## config.mk

```make
export PLATFORM = sky130hd
export DESIGN_NAME = music_player_mcu
export DESIGN_NICKNAME = d
export VERILOG_FILES = /design/src/rtl/music_player_mcu.sv
export SDC_FILE = /design/constraint.sdc
export NUM_CORES = 1
export LEC_CHECK = 0
export CAP_MARGIN = 40
export CORE_MARGIN = 5
export CORE_UTILIZATION = 32
export DETAILED_ROUTE_END_ITERATION = 10
export DONT_BUFFER_PORTS = 1
export SLEW_MARGIN = 20
export SYNTH_ARGS = -nofsm -noshare
export SYNTH_HDL_FRONTEND = slang
export SYNTH_SLANG_ARGS = --single-unit
```

## constraint.sdc

```tcl
create_clock -name clk -period 1.4 [get_ports clk]
set_input_delay 0.21 -clock clk [delete_from_list [all_inputs] [get_ports clk]]
set_output_delay 0.21 -clock clk [all_outputs]
set_load 0.02 [all_outputs]
```

## src/rtl/music_player_mcu.sv

```systemverilog
// rtl/music_player_mcu.sv - play/pause/skip sequencer driving song select, play level and reader reset
// Moore FSM; song index and resume flag are the only datapath state.
module music_player_mcu #(
  parameter int N_SONGS   = 4,
  parameter int SONG_BITS = 2
) (
  input  logic                 clk,
  input  logic                 reset,
  input  logic                 play_pause,
  input  logic                 next,
  input  logic                 prev,
  input  logic                 song_done,
  input  logic                 continuous,
  output logic                 play,
  output logic                 reset_player,
  output logic [SONG_BITS-1:0] song
);

  typedef enum logic [2:0] {
    RESET_PLAY = 3'd0,
    PAUSED     = 3'd1,
    PLAYING    = 3'd2,
    NEXT_SONG  = 3'd3,
    PREV_SONG  = 3'd4
  } state_t;

  localparam logic [SONG_BITS-1:0] LAST_SONG = SONG_BITS'(N_SONGS - 1);

  state_t               state, state_next;
  logic                 resume, resume_next;
  logic [SONG_BITS-1:0] song_next;

  always_ff @(posedge clk or posedge reset) begin
    if (reset) begin
      state  <= RESET_PLAY;
      resume <= 1'b0;
      song   <= '0;
    end else begin
      state  <= state_next;
      resume <= resume_next;
      song   <= song_next;
    end
  end

  always_comb begin
    state_next  = RESET_PLAY;
    resume_next = resume;
    song_next   = song;
    case (state)
      RESET_PLAY: state_next = resume ? PLAYING : PAUSED;
      PAUSED: begin
        state_next = PAUSED;
        if (next) begin
          state_next  = NEXT_SONG;
          resume_next = 1'b0;
        end else if (prev) begin
          state_next  = PREV_SONG;
          resume_next = 1'b0;
        end else if (play_pause) begin
          state_next = PLAYING;
        end
      end
      PLAYING: begin
        state_next = PLAYING;
        if (song_done) begin
          // continuous mode advances; otherwise rewind the same song and stop
          state_next  = continuous ? NEXT_SONG : RESET_PLAY;
          resume_next = continuous;
        end else if (next) begin
          state_next  = NEXT_SONG;
          resume_next = 1'b1;
        end else if (prev) begin
          state_next  = PREV_SONG;
          resume_next = 1'b1;
        end else if (play_pause) begin
          state_next = PAUSED;
        end
      end
      NEXT_SONG: begin
        state_next = RESET_PLAY;
        song_next  = (song == LAST_SONG) ? '0 : song + 1'b1;
      end
      PREV_SONG: begin
        state_next = RESET_PLAY;
        song_next  = (song == '0) ? LAST_SONG : song - 1'b1;
      end
      default: state_next = RESET_PLAY;
    endcase
  end

  assign play         = (state == PLAYING);
  assign reset_player = (state == RESET_PLAY);

endmodule

```

==> results.toml <==
[worst_setup_path]
worstSetupPathType = "register to output pin"
arrival_ns = 1.13
critPathMaxFanout = 14
crit_path_end_kind = "output pin"
start_kind = "register"
cp.required_ns = 1.19

[floorplan]
die_area_sq_um = 2386
ios = 11
dieWidth_um = 48.85
num_rows = 14
coreArea_sq_um = 1471
start_util_pct = 32.82
die-height_um = 48.85

[detailed_routing]
ant_nets = 0
vias_per_cell = 5.272
wirelength_um = 1047
num_vias = 427
drtPass1Iterations = 4
drtIter0Drc = 6
drc_errors = 0
wl_per_cell_um = 12.93

[global_routing]
grt_pass1_wl_um = 1600
grt_max_degree = 16
grt_use_total_pct = 8.712
antenna_found_initial = 0
overflow = 0
grt_pass1_vias = 387

[logic_synthesis]
synth.net_count = 62
yosysSeqAreaShare_pct = 31.09
synth_cell_type_count = 26
syn_area_per_cell_sq_um = 9.113
synth-adder-area-share_pct = 5.181
synth_compound_area_share_pct = 24.87
netlist_area_sq_um = 483.0
synthTopCellsByArea = "dfrtp_1, ha_1, nor3_1"
synth_largest_area_cell = "dfrtp_1"
syn_inst = 53
synth-seq-cells = 6
post_synth_mux_area_share_pct = 0
ys_warn_count = 0
synth_top_family_by_area = "simple AND/OR/NAND/NOR gates"
synth-xor-area-share_pct = 0
synth_top_area_share_pct = 31.09
yosys.area_share.simple_pct = 28.76

[clocking]
numCtsBuffers = 3
clock_sinks = 6
cts_buffer_depth = 2
clock_latency_ns = 0.25
root_buffer = "clkbuf_4"
cts_max_level = 1
cts_tree = "yes"
clkTransAtPathRegs_ns = 0.05

[placement]
io_buffers = 0
gp_congestion = 0.7492
hpwl_um = 730.4

[sta]
fin_crit_ns = 1.341
clock.fmax_mhz = 745.7
rsz0062_at_grt = "true"
slew_violations = 0
finalHoldViolCount = 0
worstMarginPinSlew_ns = 0.2624
final-setup-viol-count = 0
fin_crit_sh_pct = 95.79
max_slew_margin_pct = 82.51
whs_ns = 0.02464
skew_ns = 0.006618

[run]
drv_cap = 0

[final_layout]
fillers = 157
seqCellArea_sq_um = 152.6
diodes = 0
area_growth_pct = 23.32
multi_input_area_sq_um = 289.0
drive_gt1_share_pct = 33.85
nets = 76

[status]
status = "finished, final reports clean"

[power]
fin_total_pwr_w = 0.001307
power.leakage_nw = 0.2578
p_per_area_nw_per_um2 = 2194
irDropWorstVdd_uv = 1448

[min_path]
hold_path_class = "input port to register"
synth_stat cells (all sizes together):
| cell type | number |
|---|---|
| nor3b | 3 |
| nor4b | 1 |
| and4bb | 1 |
| a22o | 1 |
| o21ai | 5 |
| nor4 | 1 |
| ha | 2 |
| a21oi | 1 |
| o211ai | 1 |
| nor2b | 2 |
| o2bb2a | 1 |
| nor3 | 5 |
| dfrtp | 6 |
| buf | 3 |
| nand2b | 2 |
| inv | 5 |
| o311ai | 1 |
| o31a | 1 |
| nor2 | 6 |
| a211oi | 2 |
| o21a | 1 |
| o221ai | 2 |
cell type report:
type | count | share of cell area (%)
inverters | 5 | 3.151
multi-input cells | 39 | 48.53
repair buffers | 12 | 15.55
flip-flops and latches | 6 | 25.63
clock buffers | 3 | 3.782
well taps | 16 | 3.361
where the power goes:
part	switching, W	leakage, nW	internal (W)
clock network	0.0000622	0.0138	0.0000969
registers	0.000122	0.0710	0.000257
logic	0.000371	0.173	0.000398
total	0.000555	0.258	0.000752
metal layers:
metal / track usage, % / share of wire (%) / vias to the layer above / wire length [um]
met4: 2.691 / 0 / 0 / 0
met5: 0 / 0 / - / 0
met3: 6.422 / 9.6 / 0 / 100
met2: 11.09 / 46 / 16 / 486
met1: 11.28 / 44 / 190 / 460
li1: - / - / 221 / -
worst max-delay path, stage by stage, from the launching register on:
cell	delay [ns]
dfrtp_2	0.50
nor3b_2	0.22
buf_4	0.17
path summary, 6_finish.rpt:
kind / from / cells past startpoint / slack [ns] / end
worst min-delay path: next / 1 / 0.02 / state[2]
max in group asynchronous: reset / 2 / 0.88 / state[0]
worst min register to register: resume / 2 / 0.56 / resume
worst max-delay path: state[0] / 2 / 0.06 / play
worst max register to register: song[1] / 5 / 0.11 / song[0]
min in group asynchronous: reset / 2 / 0.31 / song[0]
cell usage in the layout, fill, tap and decap left out:
| cell type | instances |
|---|---|
| nor3_2 | 1 |
| clkbuf_4 | 3 |
| dlygate4sd3_1 | 1 |
| nor4b_2 | 1 |
| o21ai_0 | 1 |
| nor4_1 | 1 |
| buf_4 | 11 |
| o21a_1 | 1 |
| nor2_1 | 6 |
| a22o_1 | 1 |
| o311ai_1 | 1 |
| nor3b_2 | 2 |
| o21ai_1 | 4 |
| a211oi_1 | 1 |
| ha_1 | 2 |
| dfrtp_1 | 4 |
| o221ai_1 | 2 |
| o2bb2a_2 | 1 |
| nor3_1 | 4 |
| a21oi_1 | 1 |
| inv_1 | 5 |
| and4bb_1 | 1 |
| o211ai_1 | 1 |
| o31a_1 | 1 |
| dfrtp_2 | 2 |
| a211oi_2 | 1 |
| nor3b_1 | 1 |
| nand2b_1 | 2 |
| nor2b_1 | 2 |
state kept, by name, indices dropped and copies added, names as in the netlist:
register  cells
resume        1
state         3
song          2
through the flow:
step                area [sq um]  util, %  instances  TNS [ns]  worst slack, ns
floorplan                  483.0        -         53         0         0.005922
detailed placement         510.5    34.69         71         0          0.05271
finish                     595.6    40.48         81         0          0.05898
CTS                        545.5    37.07         75         0          0.01532
global placement           510.5    34.69         71         0          0.07667
global route               595.6    40.48         81  -0.02509         -0.02509
repair_timing:
| action | in CTS | in global routing |
|---|---|---|
| setup endpoints to repair | 2 | 4 |
| endpoints found under the hold margin | 6 | 0 |
| hold buffers | 1 | 0 |
| setup buffers | 0 | 6 |
| resized for setup | 2 | 1 |
kinds of logic after synthesis:
kind of cell | count (synthesis)
and+or+nand+nor | 21
AOI/OAI and AO/OA | 16
DFF | 6
buffers and inverters | 8
adders and majority gates | 2
Note: power is estimated with default switching activity, not from simulation.
